===== src/rtl/minibyte_mem_arbiter_if.sv =====
// Request/response bundle between the two Minibyte requesters (CPU, debug port) and the arbiter.
// master = requester side, slave = arbiter side.
interface minibyte_mem_arbiter_if;
  logic       cpu_req;
  logic       cpu_we;
  logic [7:0] cpu_addr;
  logic [7:0] cpu_wdata;
  logic [7:0] cpu_rdata;
  logic       cpu_ack;
  logic       dbg_req;
  logic       dbg_we;
  logic [7:0] dbg_addr;
  logic [7:0] dbg_wdata;
  logic [7:0] dbg_rdata;
  logic       dbg_ack;

  modport master (
    output cpu_req, cpu_we, cpu_addr, cpu_wdata,
    input  cpu_rdata, cpu_ack,
    output dbg_req, dbg_we, dbg_addr, dbg_wdata,
    input  dbg_rdata, dbg_ack
  );

  modport slave (
    input  cpu_req, cpu_we, cpu_addr, cpu_wdata,
    output cpu_rdata, cpu_ack,
    input  dbg_req, dbg_we, dbg_addr, dbg_wdata,
    output dbg_rdata, dbg_ack
  );
endinterface


===== src/rtl/minibyte_mem_arbiter.sv =====
// Round-robin arbiter sharing the Minibyte memory map (ROM, RAM, output port) between CPU and debug port.
// Every access runs a fixed wait-state window and returns a single-cycle ack.
//
//   state    | meaning
//   S_IDLE   | waiting for a request; grants and latches the winner's command
//   S_ACCESS | WAIT_STATES+1 cycles driving the latched address; region action on the last one
//   S_RESP   | one-cycle ack to the owner
module minibyte_mem_arbiter #(
  parameter int unsigned WAIT_STATES   = 1,
  parameter logic [7:0]  OUT_PORT_ADDR = 8'h40
) (
  input  logic                          clk,
  input  logic                          rst,
  minibyte_mem_arbiter_if.slave         req_if,
  output logic [4:0]                    rom_addr_o,
  input  logic [7:0]                    rom_data_i,
  output logic [4:0]                    ram_addr_o,
  output logic                          ram_we_o,
  output logic [7:0]                    ram_wdata_o,
  input  logic [7:0]                    ram_rdata_i,
  output logic [7:0]                    out_port_o,
  output logic                          busy_o,
  output logic                          owner_o
);

  typedef enum logic [1:0] {
    S_IDLE   = 2'd0,
    S_ACCESS = 2'd1,
    S_RESP   = 2'd2
  } state_t;

  localparam logic [2:0] WAIT_CNT = 3'(WAIT_STATES);

  state_t     state_q, state_d;
  logic       owner_q, owner_d;
  logic       last_owner_q, last_owner_d;
  logic       we_q, we_d;
  logic [7:0] addr_q, addr_d;
  logic [7:0] wdata_q, wdata_d;
  logic [2:0] cnt_q, cnt_d;
  logic [7:0] cpu_rdata_q, cpu_rdata_d;
  logic [7:0] dbg_rdata_q, dbg_rdata_d;
  logic [7:0] out_port_q, out_port_d;

  logic       grant_dbg;
  logic       final_cycle;
  logic       hit_out, hit_rom, hit_ram;
  logic [7:0] rd_val;

  // Output port decode wins so a relocated OUT_PORT_ADDR can shadow ROM/RAM.
  always_comb begin
    hit_out = (addr_q == OUT_PORT_ADDR);
    hit_rom = !hit_out && (addr_q < 8'h20);
    hit_ram = !hit_out && (addr_q[7:5] == 3'b001);
    rd_val  = 8'h00;
    if (hit_out)      rd_val = out_port_q;
    else if (hit_rom) rd_val = rom_data_i;
    else if (hit_ram) rd_val = ram_rdata_i;
  end

  assign grant_dbg   = (req_if.cpu_req && req_if.dbg_req) ? ~last_owner_q : req_if.dbg_req;
  assign final_cycle = (state_q == S_ACCESS) && (cnt_q == 3'd0);

  always_ff @(posedge clk or posedge rst) begin
    if (rst) begin
      state_q      <= S_IDLE;
      owner_q      <= 1'b0;
      last_owner_q <= 1'b1;
      we_q         <= 1'b0;
      addr_q       <= 8'h00;
      wdata_q      <= 8'h00;
      cnt_q        <= 3'd0;
      cpu_rdata_q  <= 8'h00;
      dbg_rdata_q  <= 8'h00;
      out_port_q   <= 8'h00;
    end else begin
      state_q      <= state_d;
      owner_q      <= owner_d;
      last_owner_q <= last_owner_d;
      we_q         <= we_d;
      addr_q       <= addr_d;
      wdata_q      <= wdata_d;
      cnt_q        <= cnt_d;
      cpu_rdata_q  <= cpu_rdata_d;
      dbg_rdata_q  <= dbg_rdata_d;
      out_port_q   <= out_port_d;
    end
  end

  always_comb begin
    state_d      = state_q;
    owner_d      = owner_q;
    last_owner_d = last_owner_q;
    we_d         = we_q;
    addr_d       = addr_q;
    wdata_d      = wdata_q;
    cnt_d        = cnt_q;
    cpu_rdata_d  = cpu_rdata_q;
    dbg_rdata_d  = dbg_rdata_q;
    out_port_d   = out_port_q;
    case (state_q)
      S_IDLE: begin
        if (req_if.cpu_req || req_if.dbg_req) begin
          owner_d = grant_dbg;
          we_d    = grant_dbg ? req_if.dbg_we    : req_if.cpu_we;
          addr_d  = grant_dbg ? req_if.dbg_addr  : req_if.cpu_addr;
          wdata_d = grant_dbg ? req_if.dbg_wdata : req_if.cpu_wdata;
          cnt_d   = WAIT_CNT;
          state_d = S_ACCESS;
        end
      end
      S_ACCESS: begin
        if (cnt_q == 3'd0) begin
          if (!we_q) begin
            if (owner_q) dbg_rdata_d = rd_val;
            else         cpu_rdata_d = rd_val;
          end else if (hit_out) begin
            out_port_d = wdata_q;
          end
          last_owner_d = owner_q;
          state_d      = S_RESP;
        end else begin
          cnt_d = cnt_q - 3'd1;
        end
      end
      S_RESP:  state_d = S_IDLE;
      default: state_d = S_IDLE;
    endcase
  end

  assign req_if.cpu_ack   = (state_q == S_RESP) && !owner_q;
  assign req_if.dbg_ack   = (state_q == S_RESP) &&  owner_q;
  assign req_if.cpu_rdata = cpu_rdata_q;
  assign req_if.dbg_rdata = dbg_rdata_q;

  assign rom_addr_o  = addr_q[4:0];
  assign ram_addr_o  = addr_q[4:0];
  assign ram_wdata_o = wdata_q;
  assign ram_we_o    = final_cycle && we_q && hit_ram;
  assign out_port_o  = out_port_q;
  assign busy_o      = (state_q != S_IDLE);
  assign owner_o     = owner_q;

endmodule


===== src/flat_wrapper.sv =====
// flat-port wrapper written by rule: the top's interface ports become plain ports
module minibyte_mem_arbiter_flat 
#(
  parameter int unsigned WAIT_STATES   = 1,
  parameter logic [7:0]  OUT_PORT_ADDR = 8'h40
)
  (clk, rst, rom_addr_o, rom_data_i, ram_addr_o, ram_we_o, ram_wdata_o, ram_rdata_i, out_port_o, busy_o, owner_o, req_if_cpu_req, req_if_cpu_we, req_if_cpu_addr, req_if_cpu_wdata, req_if_cpu_rdata, req_if_cpu_ack, req_if_dbg_req, req_if_dbg_we, req_if_dbg_addr, req_if_dbg_wdata, req_if_dbg_rdata, req_if_dbg_ack);
  minibyte_mem_arbiter_if req_if_i ();
  input  logic clk;
  input  logic rst;
  output logic [4:0] rom_addr_o;
  input  logic [7:0] rom_data_i;
  output logic [4:0] ram_addr_o;
  output logic ram_we_o;
  output logic [7:0] ram_wdata_o;
  input  logic [7:0] ram_rdata_i;
  output logic [7:0] out_port_o;
  output logic busy_o;
  output logic owner_o;
  input wire logic [$bits(req_if_i.cpu_req)-1:0] req_if_cpu_req;
  input wire logic [$bits(req_if_i.cpu_we)-1:0] req_if_cpu_we;
  input wire logic [$bits(req_if_i.cpu_addr)-1:0] req_if_cpu_addr;
  input wire logic [$bits(req_if_i.cpu_wdata)-1:0] req_if_cpu_wdata;
  output wire logic [$bits(req_if_i.cpu_rdata)-1:0] req_if_cpu_rdata;
  output wire logic [$bits(req_if_i.cpu_ack)-1:0] req_if_cpu_ack;
  input wire logic [$bits(req_if_i.dbg_req)-1:0] req_if_dbg_req;
  input wire logic [$bits(req_if_i.dbg_we)-1:0] req_if_dbg_we;
  input wire logic [$bits(req_if_i.dbg_addr)-1:0] req_if_dbg_addr;
  input wire logic [$bits(req_if_i.dbg_wdata)-1:0] req_if_dbg_wdata;
  output wire logic [$bits(req_if_i.dbg_rdata)-1:0] req_if_dbg_rdata;
  output wire logic [$bits(req_if_i.dbg_ack)-1:0] req_if_dbg_ack;
  assign req_if_i.cpu_req = req_if_cpu_req;
  assign req_if_i.cpu_we = req_if_cpu_we;
  assign req_if_i.cpu_addr = req_if_cpu_addr;
  assign req_if_i.cpu_wdata = req_if_cpu_wdata;
  assign req_if_cpu_rdata = req_if_i.cpu_rdata;
  assign req_if_cpu_ack = req_if_i.cpu_ack;
  assign req_if_i.dbg_req = req_if_dbg_req;
  assign req_if_i.dbg_we = req_if_dbg_we;
  assign req_if_i.dbg_addr = req_if_dbg_addr;
  assign req_if_i.dbg_wdata = req_if_dbg_wdata;
  assign req_if_dbg_rdata = req_if_i.dbg_rdata;
  assign req_if_dbg_ack = req_if_i.dbg_ack;
  minibyte_mem_arbiter #(.WAIT_STATES(WAIT_STATES), .OUT_PORT_ADDR(OUT_PORT_ADDR)) u_core (.clk(clk), .rst(rst), .req_if(req_if_i), .rom_addr_o(rom_addr_o), .rom_data_i(rom_data_i), .ram_addr_o(ram_addr_o), .ram_we_o(ram_we_o), .ram_wdata_o(ram_wdata_o), .ram_rdata_i(ram_rdata_i), .out_port_o(out_port_o), .busy_o(busy_o), .owner_o(owner_o));
endmodule

===== config.mk =====
export PLATFORM = sky130hd
export DESIGN_NAME = minibyte_mem_arbiter_flat
export DESIGN_NICKNAME = d
export VERILOG_FILES = /design/src/rtl/minibyte_mem_arbiter_if.sv /design/src/rtl/minibyte_mem_arbiter.sv /design/src/flat_wrapper.sv
export SDC_FILE = /design/constraint.sdc
export NUM_CORES = 1
export LEC_CHECK = 0
export BUFFER_PORTS_ARGS = -buffer_cell sky130_fd_sc_hd__buf_4
export CAP_MARGIN = 20
export CORE_ASPECT_RATIO = 0.5
export CORE_UTILIZATION = 48
export DETAILED_ROUTE_END_ITERATION = 10
export HOLD_SLACK_MARGIN = 0.15
export PLACE_DENSITY = 0.85
export SYNTH_ARGS = -nofsm -noshare
export SYNTH_HDL_FRONTEND = slang
export SYNTH_SLANG_ARGS = --single-unit
export TNS_END_PERCENT = 20

===== constraint.sdc =====
create_clock -name clk -period 1.8 [get_ports clk]
set_clock_uncertainty 0.05 [all_clocks]
set_input_delay 0.36 -clock clk [delete_from_list [all_inputs] [get_ports clk]]
set_output_delay 0.36 -clock clk [all_outputs]
set_load 0.05 [all_outputs]

==> key figures <==
Clock tree
  • Clock tree root buffer cell: clkbuf_8
  • CTS Buffer Depth: 2
  • Worst skew pair latency: roughly 300 ps
  • CTS tree: yes
  • Clock Sinks: 48
  • Inserted Clock Buffers: 5
  • CTS H-tree lvls: 2
  • Clock slew at reported path FFs: 90 ps

Placement
  • PortBufs: 100
  • HPWL Detailed: 4490 um
  • GPL Wtd Cong: 0.813
  • Dpl ws: -68.3 ps
  • Dpl cells: 347

Synthesis
  • Commonest cells post-synth: mux2_2, dfrtp_1, a21oi_1
  • Seq cells post-synth: 48
  • Synth Instances: 189
  • Most used DFF post-synth: dfrtp_1
  • Dominant cells by area after synthesis: dfrtp_1, mux2_2, a21oi_1, buf_4, a32oi_1
  • FFs w/ async S/R, synth: 100%
  • Register area share after synthesis: 50.4%
  • Yosys warns: 0
  • Post-Syn Area: 2390 um^2
  • Syn_nets: 245
  • Area share of the largest cell type after synthesis: between 40% and 50%
  • Cell taking the most area after synthesis: dfrtp_1
  • Avg Cell Area, Syn: 12.6 um^2
  • EDFF count, synth: 0
  • Count leader, synth: mux2_2
  • Post-synth cell types: 29

Worst hold path
  • Worst min-delay path category: input pin to flop

Detailed routing
  • Routed vias/inst: around 5.5
  • DR vias: 1952
  • Wire length per cell: 17.7 um
  • Initial DRC Count: 57
  • ANT nets after route: 0
  • Final wirelength: between 6000 and 7000 um
  • DRC viols: 0
  • DRT Pass-1 Iters: 4

Power and ir drop
  • PD cells: 1960 nW/um^2
  • Worst VDD drop: 923 uV
  • Leakage power: 0.00157 uW

Layout
  • Filler instances: about 320
  • N_diodes: 0
  • Area Growth Syn to Fin: 41.4%
  • Final cell count without fillers: about 360
  • Ratio of cells with drive above 1 in the final layout: 65.6%
  • Nets: 347

Timing
  • Unrepaired setup endpoints after global routing: true
  • Fin crit period: 2070 ps
  • Worst rel slew slack: roughly a third
  • Final Max Slew Viols: 0
  • Slew of the pin with the lowest slew margin: 983 ps
  • Setup Viol. Count Final: 13
  • Final Cycle Share: 115%
  • Max Freq: 0.484 GHz
  • Hold WS: 362 ps
  • Final Hold Vio Count: 0
  • Setup ws final: -268 ps

Critical path
  • Crit path launch type: flop
  • Worst-path fanout max: 2
  • CP Data Arrival Time: 1660 ps
  • Setup crit end kind: output port
  • Req. time, crit path: between 1000 and 1500 ps
  • Critical path type: flop to output port

Floorplan
  • Core Area: 4570 um^2
  • Initial Util: 52.2%
  • DIE WIDTH: 102 um
  • Die Ht: 51.9 um
  • Core Rows: 17
  • Die area: between 5000 and 6000 um^2
  • Num ports: 101

Job
  • Max_cap viols: 0

GRT
  • GRT Residual Overflow: 0
  • Vias in the first global route: 1916
  • Global-route wire length before repair: 9030 um
  • Antenna violations before repair: 0
  • Largest net degree at the start of global routing: 21
  • Total track usage: between 20% and 30%

Outcome
  • Outcome: finished, violations left
  • Violated checks: setup timing
-- sequential cells by signal, summed over array words and instances, names as in the netlist --
name and cells:
u_core.we_q 1, u_core.owner_o 1, u_core.ram_wdata_o 8, u_core.cnt_q 3, u_core.req_if.cpu_rdata 8, u_core.req_if.dbg_rdata 8
u_core.addr_q 8, u_core.out_port_o 8, u_core.last_owner_q 1, u_core.state_q 2
-- logic make-up (layout without fill, tap and decap cells) --
logic type | after synthesis | count (layout) | share of synthesized area (%)
multiplexers | 51 | 51 | 24.1
AO/OA/AOI/OAI | 47 | 47 | 12.2
flip-flops | 48 | 48 | 50.4
AND/OR/NAND/NOR | 16 | 16 | 6.24
adder cells (fa/ha/maj) | 2 | 2 | 1.05
buffers and inverters | 25 | 127 | 6.08
-- power by group --
| group | internal (uW) | total, uW | switching (uW) |
|---|---|---|---|
| clock | 265 | 607 | 343 |
| sequential | 1550 | 2040 | 491 |
| combinational | 1470 | 3950 | 2480 |
-- placed cells by master (no fill, tap or decap), types with 2 or more instances in the layout --
master	n
buf_4	107
mux2_2	51
dfrtp_1	46
a21oi_1	31
a32oi_1	8
clkbuf_8	5
nor2_1	4
inv_1	4
and2_4	2
inv_2	2
o2bb2ai_1	2
a21oi_2	2
buf_6	2
-- final cells by class --
cell class              count  area, um^2  share of cell area (%)
well taps                  66        82.6                    2.45
repair buffers            113         876                    26.0
clock buffers               6        72.6                    2.15
inverters                   7        28.8                   0.853
flip-flops and latches     48        1200                    35.7
clock inverters             1        5.00                   0.148
multi-input cells         116        1110                    32.8
-- per-layer routing --
layer	track usage (%)	vias up	part of all wire, %
met5	0	-	0
li1	-	888	-
met3	4.97	12	5.0
met4	7.73	0	1.4
met2	42.0	76	53
met1	27.8	976	41
-- critical path, cell delays in order, from the launching register on --
cell and delay, ps:
dfrtp_1 380, inv_2 60, ha_2 180, ha_4 130, and4b_2 280, and3_4 200
buf_8 140
-- final timing paths --
kind                       slack (ps)  cells past startpoint                          to               start
hold reg to reg                   450                      1             u_core.cnt_q[1]     u_core.cnt_q[1]
setup / recovery                 -270                      6                    ram_we_o     u_core.cnt_q[0]
setup reg to reg                  -80                      8  u_core.req_if.dbg_rdata[3]     u_core.cnt_q[0]
max in group asynchronous         530                      4       u_core.ram_wdata_o[1]                 rst
min in group asynchronous         550                      3  u_core.req_if.cpu_rdata[3]                 rst
hold / removal                    360                      3            u_core.addr_q[3]  req_if_cpu_addr[3]
-- stage by stage --
step / power [uW] / setup TNS, ps / utilization [%] / instance area, um^2
4_1_cts: 6480 / -943 / 72.8 / 3330
5_1_grt: 6890 / -2480 / 73.8 / 3370
3_5_place_dp: 5830 / -1080 / 70.2 / 3210
3_3_place_gp: 5710 / -289 / 70.2 / 3210
2_1_floorplan: 4770 / -112 / - / 2400
6_report: 6600 / -754 / 73.8 / 3370
-- repair_timing --
item	in CTS	in global routing
resized for setup	8	12
cloned	0	1
hold buffers	1	0
setup endpoints to repair	10	21
hold endpoints to repair	17	0
pin swaps	2	3
setup buffers	1	1
(Power assumes the default switching activity.)
